--- src/rtl/wb_unit.sv ---
// wb_unit: RISC-V writeback stage with load extraction, retire pulse and instret counter.
// Optional feature: define WB_MISALIGN_CHK_EN to flag and suppress misaligned loads.
// Ports:
//   clk, rst                 clock, asynchronous active-high reset
//   in_valid/in_ready        handshake with the MEM stage
//   in_rd, in_rd_wen         destination register and its write enable
//   in_is_load, in_load_op   load select and funct3
//   in_alu_result            non-load result
//   in_addr_low              load address bits [2:0]
//   mem_rvalid, mem_rdata    memory response (aligned doubleword)
//   flush                    abort a pending load
//   WriteEnable/Addr/Data    register file write port
//   retire, instret          completion pulse and retired-instruction count
//   load_misaligned          misaligned-load pulse (tied low without the macro)
module wb_unit (
    input  logic        clk,
    input  logic        rst,
    input  logic        in_valid,
    output logic        in_ready,
    input  logic [4:0]  in_rd,
    input  logic        in_rd_wen,
    input  logic        in_is_load,
    input  logic [2:0]  in_load_op,
    input  logic [63:0] in_alu_result,
    input  logic [2:0]  in_addr_low,
    input  logic        mem_rvalid,
    input  logic [63:0] mem_rdata,
    input  logic        flush,
    output logic        WriteEnable,
    output logic [4:0]  WriteAddr,
    output logic [63:0] WriteData,
    output logic        retire,
    output logic [63:0] instret,
    output logic        load_misaligned
);
    typedef enum logic {IDLE, WAIT_MEM} state_t;
    state_t      state;
    logic [4:0]  rdQ;
    logic        rdWenQ;
    logic [2:0]  loadOpQ;
    logic [2:0]  addrLowQ;
    logic [63:0] lane;
    logic [63:0] loadData;
    logic        misaligned;

    assign in_ready = !rst && state == IDLE;

    // Bytes shifted past bit 63 become zero before extension.
    always_comb begin
        lane     = mem_rdata >> {addrLowQ, 3'b000};
        loadData = loadOpQ == 3'b000 ? {{56{lane[7]}}, lane[7:0]} :
                   loadOpQ == 3'b001 ? {{48{lane[15]}}, lane[15:0]} :
                   loadOpQ == 3'b010 ? {{32{lane[31]}}, lane[31:0]} :
                   loadOpQ == 3'b011 ? lane :
                   loadOpQ == 3'b100 ? {56'd0, lane[7:0]} :
                   loadOpQ == 3'b101 ? {48'd0, lane[15:0]} :
                   loadOpQ == 3'b110 ? {32'd0, lane[31:0]} : 64'd0;
`ifdef WB_MISALIGN_CHK_EN
        misaligned = (loadOpQ[1:0] == 2'b01 && addrLowQ[0]) ||
                     (loadOpQ[1:0] == 2'b10 && addrLowQ[1:0] != 2'b00) ||
                     (loadOpQ == 3'b011 && addrLowQ != 3'b000);
`else
        misaligned = 1'b0;
`endif
    end

    always_ff @(posedge clk or posedge rst) begin
        if (rst) begin
            state           <= IDLE;
            rdQ             <= '0;
            rdWenQ          <= 1'b0;
            loadOpQ         <= '0;
            addrLowQ        <= '0;
            WriteEnable     <= 1'b0;
            WriteAddr       <= '0;
            WriteData       <= '0;
            retire          <= 1'b0;
            load_misaligned <= 1'b0;
            instret         <= '0;
        end else begin
            WriteEnable     <= 1'b0;
            retire          <= 1'b0;
            load_misaligned <= 1'b0;
            if (state == IDLE) begin
                if (in_valid && in_is_load) begin
                    rdQ      <= in_rd;
                    rdWenQ   <= in_rd_wen;
                    loadOpQ  <= in_load_op;
                    addrLowQ <= in_addr_low;
                    state    <= WAIT_MEM;
                end else if (in_valid) begin
                    WriteEnable <= in_rd_wen && in_rd != 5'd0;
                    WriteAddr   <= in_rd;
                    WriteData   <= in_alu_result;
                    retire      <= 1'b1;
                    instret     <= instret + 64'd1;
                end
            end else if (flush) begin
                state <= IDLE;
            end else if (mem_rvalid) begin
                WriteEnable     <= rdWenQ && rdQ != 5'd0 && loadOpQ != 3'b111 && !misaligned;
                WriteAddr       <= rdQ;
                WriteData       <= loadData;
                retire          <= 1'b1;
                load_misaligned <= misaligned;
                instret         <= instret + 64'd1;
                state           <= IDLE;
            end
        end
    end
endmodule

--- config.mk ---
export PLATFORM = sky130hd
export DESIGN_NAME = wb_unit
export DESIGN_NICKNAME = d
export VERILOG_FILES = /design/src/rtl/wb_unit.sv
export SDC_FILE = /design/constraint.sdc
export NUM_CORES = 1
export LEC_CHECK = 0
export ABC_AREA = 1
export ABC_CLOCK_PERIOD_IN_PS = 5520
export CAP_MARGIN = 0
export CORE_UTILIZATION = 49
export DETAILED_ROUTE_END_ITERATION = 10
export PLACE_DENSITY = 0.92
export SLEW_MARGIN = 20
export SYNTH_ARGS = -nofsm -noshare
export SYNTH_HDL_FRONTEND = slang
export SYNTH_SLANG_ARGS = --single-unit
export TNS_END_PERCENT = 5
--- constraint.sdc ---
create_clock -name clk -period 5.52 [get_ports clk]
set_clock_uncertainty 0.1 [all_clocks]
set_input_delay 0.828 -clock clk [delete_from_list [all_inputs] [get_ports clk]]
set_output_delay 0.828 -clock clk [all_outputs]
set_load 0.1 [all_outputs]
Word level (Yosys, flattened, before mapping)
Cells that the tools add are included.

word-level totals
  register bits after elaboration = 148
  input bits = 146
  output and inout bits = 137
  logic and storage cells = 71

cells by class
  $add $sub $neg = 1
  equality and inequality tests = 10
  shift-type cells = 1
  mux-type cells = 36
  bitwise logic cells = 1
  reduce and logical (&&, ||, !) cells = 12

operators by type and width
  operator                                        count
  two-way mux 64 bit                              14
  two-way mux 32 bit                              3
  adder 64 x 1 -> 64 bit (second input constant)  1
  >> shifter 64 x 6 -> 64 bit                     1
  two-way mux 5 bit                               5
  two-way mux 1 bit                               14
  nonzero test 5 bit                              2
  == test 3 bit (second input constant)           3
  == test 3 x 2 -> 1 bit (second input constant)  2
  inequality test 2 bit (second input constant)   3
  logical AND 1 bit                               5
  AND reduction 4 bit                             1
  == test 3 x 1 -> 1 bit (second input constant)  1
  zero test 3 bit                                 1
  inequality test 3 bit (second input constant)   1
  AND reduction 2 bit                             1
  nonzero test 2 bit                              1
  zero test 1 bit                                 1
  NOT 1 bit                                       1

Longest topological paths before layout
Gate-level depths: netlist of the first run.

  depth after elaboration = 11
  depth in mapped cells = 13
  gate-level depth less buffers = 11

Least setup slack after synthesis of the first run
No wires, ideal clock.

  path type = register to output
  from = reg state
  to = out in_ready
  arrival = 2087 ps
  data required time = 4592 ps
  path slack = 2505 ps
  cell stages (with the launch flop) = 4
  path buffers = 2
  cells stage by stage = dfrtp_1 > buf_1 > clkbuf_1 > nor2_1

between the ends
  cells in the longest elaborated chain, start to end = 2

RTL lines
  what                        line  source
  start: declaration          37    state_t state;
  start signal: assignment    69    state <= IDLE;
  start signal: assignment    90    state <= WAIT_MEM;
  start signal: assignment    99    state <= IDLE;
  NOT 1 bit (no source line)  n/a
  logical AND 1 bit           46    assign in_ready = !rst && state == IDLE;
  end: declaration            19    output logic in_ready,

Every way passes these cells.

Final worst setup path of the first run
  from = in rst
  to = out in_ready

between the ends
  cells in the longest elaborated chain, start to end = 2

RTL lines
  what                              line  source
  start: declaration                17    input logic rst,
  zero test 1 bit (no source line)  n/a
  logical AND 1 bit                 46

Every way passes these cells.

==> flow_summary.yaml, run 1 <==
yosys:
  synth_area_leaders: "dfrtp_1, nand2_1, nor2_1"
  synth_xor_area_frac: 0.03157
  synthMuxAreaShare: 0.002194
  synth_top_family_by_area: "simple AND/OR/NAND/NOR gates"
  ys_seq_elements: 148
  synth_area_per_cell_um2: 6.169
  synth_ff_type: "dfrtp_1"
  syn-cell-area_um2: 10260
  synthAdderAreaFrac: 0.001219
  yosys.area_share.simple: 0.4428
  synth_compound_area_frac: 0.08532
  synthArstFlopShare: 1.000
  yosysSeqAreaShare: 0.3608
  synth-edff-count: 0
  synthCells: 1664
  synth_top_cell_by_area: "dfrtp_1"
  synth_top_area_frac: 0.3608
  yosys_warnings: 0
  synth_cell_type_count: 37
  syn_nets: 1811
sta:
  finalHoldViolCount: 0
  post-route-period-util: 0.6497
  fmax_mhz: 278.8
  finalSetupTns_ns: 0
  setup_viol: 0
  slew_violations: 0
  worst_slack_ns: 1.933
  tightest_slew_ns: 1.074
  timing.final.crit_period_ns: 3.587
  rsz0062_at_grt: "no"
  slew_headroom: 0.2818
die:
  start_util: 0.5041
  rows: 52
  coreArea_um2: 20360
  dieHeight_um: 146.7
  die_w_um: 146.7
  pin_count: 283
  die-area_um2: 21530
clocking:
  cts_sinks: 148
  cts_root_buffer: "clkbuf_16"
  post_cts_resize_count: 0
  cts_tree: "built"
  clkTransAtPathRegs_ns: 0.06
  cts_hold_buf: 0
  cts_buffers: 17
  cts_buffer_depth: 2
  clk_latency_ns: 0.43
  htree_levels: 4
  post_cts_buffers: 0
route:
  wl_mm: 36.35
  wl_per_cell_um: 16.71
  vias_per_cell: 5.438
  drt_first_pass_iters: 6
  drc_errors: 0
  vias: 11830
  initialDrtViolationCount: 1293
  postRouteAntennaNets: 0
min_path:
  worstHoldPathCells: 2
  min_to: "WriteData[12]"
  hp-start: "WriteData[12]"
  hp-class: "flop to flop"
power:
  pwr-share-seq: 0.277
  p_sw_frac: 0.4893
  clockPowerShare: 0.247
  power_density_nw_per_um2: 368.7
  p_sw_mw: 2.476
  vdd_drop_max_v: 0.0003011
  combPwrFrac: 0.476
  internal_power_mw: 2.584
  finalPower_mw: 5.060
  leakagePower_nw: 6.451
setup_path:
  critPathMaxStageDelay_ns: 1.15
  r2r_end: "WriteData[40]"
  slowest_stage: "clkdlybuf4s50_1"
  critPathCaptureType: "output pin"
  critPathLaunchType: "input port"
  worstSetupPathType: "input port to output pin"
  rr_worst_depth: 9
  r2r_start: "state"
  regToRegSetupSlack_ns: 2.17
  worstPathCellList: "clkdlybuf4s50_1 > nor2_1 > clkdlybuf4s50_1"
  path_max_fanout: 2
  critPathRequiredTime_ns: 4.59
  crit_buf_inv: 2
  cpMostUsedCell: "clkdlybuf4s50_1"
  cp.arrival_ns: 2.66
  crit_family: "buffers and inverters"
final_layout:
  finalInstanceArea_um2: 13720
  drive_gt1_frac: 0.03466
  final_core_util: 0.6738
  finalNetCount: 2039
  area_growth_pct: 33.68
  nFillCells: 1833
outcome:
  status: "completed"
global_routing:
  grt_pass1_wl_mm: 57.66
  track_usage: 0.3408
  grt_max_degree: 115
  overflow: 0
  grt_pass1_vias: 11240
  antenna_found_initial: 1
flow_run:
  cap_violations: 0
placed_design:
  place.gp.congestion: 0.9756
  hpwl_mm: 26.92
  io_buffers: 281
  dp_slack_ns: 1.995
  dpl_cell_area_um2: 13090
## tightest hold or removal path, cell delays in order (launching register included)
cell	delay (ns)
dfrtp_1	0.34
nand2_1	0.05
nand2_1	0.05
## power by group through the flow
| stage | combinational [mW] | sequential [mW] | clock, mW |
|---|---|---|---|
| after detailed placement | 2.39 | 1.41 | 0 |
| after global placement | 2.37 | 1.41 | 0 |
| after floorplan | 0.673 | 2.48 | 0 |
| final | 2.41 | 1.40 | 1.25 |
| after global routing | 2.54 | 1.42 | 1.30 |
| after CTS | 2.40 | 1.40 | 1.25 |
## final cells by class
type                       count  area [um^2]  share of cell area
clock inverter                10        147.6             0.01076
multi-input combinational   1336         5792              0.4221
antenna                        1        2.502           0.0001824
clock buffer                  21        470.5             0.03428
inverter                      98        377.9             0.02754
sequential                   148         3706              0.2701
timing repair buffer         291         2888              0.2104
tap                          270        337.8             0.02462
## flip-flops by register name, summed over array words and instances, names as in the netlist
| signal | count |
|---|---|
| WriteData | 64 |
| instret | 64 |
| WriteAddr | 5 |
| rdQ | 5 |
| addrLowQ | 3 |
| loadOpQ | 3 |
| WriteEnable | 1 |
| rdWenQ | 1 |
| retire | 1 |
| state | 1 |
## cells by family after synthesis
group           Yosys count
fa+ha+maj                 1
simple gates           1134
xor+xnor                 37
flops                   148
mux                       2
buf+inv                 180
other cells               1
compound gates          161
## stage by stage
stage          hold WS (ns)  std cells
2_1_floorplan        0.3530       1664
3_3_place_gp         0.3629       2143
3_5_place_dp         0.3638       2143
4_1_cts              0.3809       2174
5_1_grt              0.3951       2175
6_report             0.3760       2175
## worst max path at each step
stage | startpoint | to | slack (ns) | depth (start not counted)
finish | rst | in_ready | 1.93 | 3
global route | rst | in_ready | 1.92 | 3
CTS | rst | in_ready | 1.99 | 3
detailed placement | rst | in_ready | 1.99 | 3
global placement | rst | in_ready | 2.00 | 3
floorplan | rst | WriteAddr[0] | 0.61 | 1
## per-layer routing
metal	GRT usage	routed length, um	up-vias
li1	-	-	5689
met1	0.4304	14380	5407
met2	0.5668	17230	613
met3	0.04752	2869	119
met4	0.1807	1872	0
met5	0	0	-
## cells in the final DEF (no fill, tap or decap), types with 22 or more instances in the layout
master	n
nand3_1	105
nor2_1	286
o21ai_0	87
inv_1	91
o211ai_1	22
dfrtp_1	146
clkdlybuf4s50_1	281
nand4_1	22
nand2_1	690
a21oi_1	37
## synthesized netlist by cell type (2+ instances only)
cell type,instances
o21ai_1,7
nor2_4,2
buf_1,7
xnor2_1,21
and2_1,3
nor2_1,287
buf_4,6
a21oi_1,37
nor3_1,5
a31oi_1,5
o211ai_1,22
nor4_1,2
nand4_1,22
nand3_1,106
nand3b_1,5
clkbuf_1,31
inv_2,6
nand2_1,690
or2_2,2
dfrtp_1,148
nand3_2,2
xor2_1,16
o21ai_0,87
inv_1,92
nor2_2,4
buf_6,5
mux2_2,2
buf_2,33
Power figures use the tool's default switching activity.
==> run 2, diff against run 1 <==
- ABC_CLOCK_PERIOD_IN_PS: 5520 -> 3680
- clock period: 5.52 -> 3.68 ns (I/O delays scaled with it)
==> run 2 against run 1 <==
Net effect:
- global-route usage rose by 0.83 points
- wire length increased by 2.2%
- critical path depth down 2
- hold slack better by 0.0017 ns
- first-iteration DRC count decreased by 4.9%
- critical path type is now flop to output pin
- largest cell class unchanged
- largest power group unchanged
- highest routed layer unchanged
==> flow_summary.yaml, run 2 (same netlist as run 1, synthesis figures left out) <==
power:
  leakagePower_nw: 6.516
  vdd_drop_max_v: 0.0004483
  combPwrFrac: 0.477
  internal_power_mw: 3.874
  power_density_nw_per_um2: 551.0
  clockPowerShare: 0.246
  p_sw_mw: 3.734
  pwr-share-seq: 0.278
  p_sw_frac: 0.4908
final_layout:
  final_cell_mix: "nand2_1, nor2_1, clkdlybuf4s50_1"
  layout_commonest_cell: "nand2_1"
  final_core_util: 0.6781
  area_growth_pct: 34.53
  top_regs: "WriteData x64, instret x64"
  drive_gt1_frac: 0.04023
  finalInstanceArea_um2: 13810
  finalNetCount: 2048
  fin_cells: 2186
placed_design:
  dpl_cell_area_um2: 13180
  io_buffers: 281
  dp.cells: 2152
  hpwl_mm: 28.27
  place.gp.congestion: 1.017
min_path:
  hp-start: "WriteData[12]"
  worstHoldPathCells: 2
  hp-class: "flop to flop"
  min_to: "WriteData[12]"
route:
  postRouteAntennaNets: 0
  wl_mm: 37.17
  drt_first_pass_iters: 6
  vias: 11830
  initialDrtViolationCount: 1230
  drc_errors: 0
  vias_per_cell: 5.414
  wl_per_cell_um: 17.00
setup_path:
  path_max_fanout: 7
  critPathRequiredTime_ns: 3.03
  r2r_start: "addrLowQ[0]"
  regToRegSetupSlack_ns: 1.04
  crit_family: "buffers and inverters"
  worstSetupPathType: "flop to output pin"
  r2r_end: "WriteData[62]"
  crit_buf_inv: 1
  path_depth: 1
  cp.arrival_ns: 2.18
  critPathMaxStageDelay_ns: 1.21
  critPathCaptureType: "output pin"
  worstPathCellList: "clkdlybuf4s50_1"
  critPathLaunchType: "flop"
  rr_worst_depth: 11
  slowest_stage: "clkdlybuf4s50_1"
global_routing:
  grt_max_degree: 104
  grt_pass1_vias: 11270
  overflow: 0
  grt_pass1_wl_mm: 58.76
  track_usage: 0.3491
  antenna_found_initial: 2
clocking:
  cts_buffer_depth: 2
  clkTransAtPathRegs_ns: 0.06
  post_cts_resize_count: 0
  post_cts_buffers: 0
  cts_sinks: 148
  cts_buffers: 17
  htree_levels: 4
  cts_tree: "built"
  clk_latency_ns: 0.44
  cts_root_buffer: "clkbuf_16"
  cts_hold_buf: 0
die:
  coreArea_um2: 20360
  dieHeight_um: 146.7
  die_w_um: 146.7
  start_util: 0.5041
  die-area_um2: 21530
  rows: 52
  pin_count: 283
sta:
  slew_violations: 0
  finalSetupTns_ns: 0
  finalHoldViolCount: 0
  slew_headroom: 0.2649
  rsz0062_at_grt: "no"
  fmax_mhz: 352.8
  post-route-period-util: 0.7703
  tightest_slew_ns: 1.099
  timing.final.crit_period_ns: 2.835
  setup_viol: 0
flow_run:
  cap_violations: 0
outcome:
  status: "completed"
==> run 2: cell type report <==
| class | count | area [um^2] |
|---|---|---|
| fillers | 1787 | 6555 |
| multi-input cells | 1336 | 5787 |
| flip-flops and latches | 148 | 3706 |
| repair buffers | 300 | 2978 |
| clock buffers | 19 | 452.9 |
| inverters | 98 | 372.9 |
| well taps | 270 | 337.8 |
| clock inverters | 13 | 170.2 |
| diodes | 2 | 5.005 |
==> run 2: layer usage <==
metal | share of wire | vias up | global-route usage
met5 | 0 | - | 0
met1 | 0.39 | 5387 | 0.4265
met2 | 0.48 | 610 | 0.5742
met4 | 0.057 | 0 | 0.2104
li1 | - | 5707 | -
met3 | 0.077 | 130 | 0.06460
==> run 2: how the worst max path moves through the flow <==
| stage | startpoint | endpoint | slack, ns |
|---|---|---|---|
| after floorplan | state | in_ready | 0.94 |
| after global placement | in_is_load | instret[48] | 0.90 |
| after detailed placement | in_is_load | instret[48] | 0.87 |
| after CTS | instret[54] | instret[54] | 0.84 |
| after global routing | addrLowQ[0] | WriteData[62] | 0.79 |
| final | instret[54] | instret[54] | 0.85 |
==> run 2: through the flow <==
stage          power, mW  worst slack (ns)  hold slack (ns)
2_1_floorplan      4.725            0.9407           0.3530
3_3_place_gp       5.683            0.8983           0.3616
3_5_place_dp       5.726            0.8652           0.3642
4_1_cts            7.592            0.8422           0.3809
5_1_grt            7.907            0.7948           0.4016
6_report           7.609            0.8453           0.3777
==> run 2: power by group through the flow <==
stage / sequential, mW / clock [mW] / combinational [mW]
3_3_place_gp: 2.13 / 0 / 3.55
2_1_floorplan: 3.71 / 0 / 1.01
5_1_grt: 2.14 / 1.96 / 3.81
4_1_cts: 2.11 / 1.88 / 3.61
6_report: 2.11 / 1.87 / 3.63
3_5_place_dp: 2.13 / 0 / 3.60
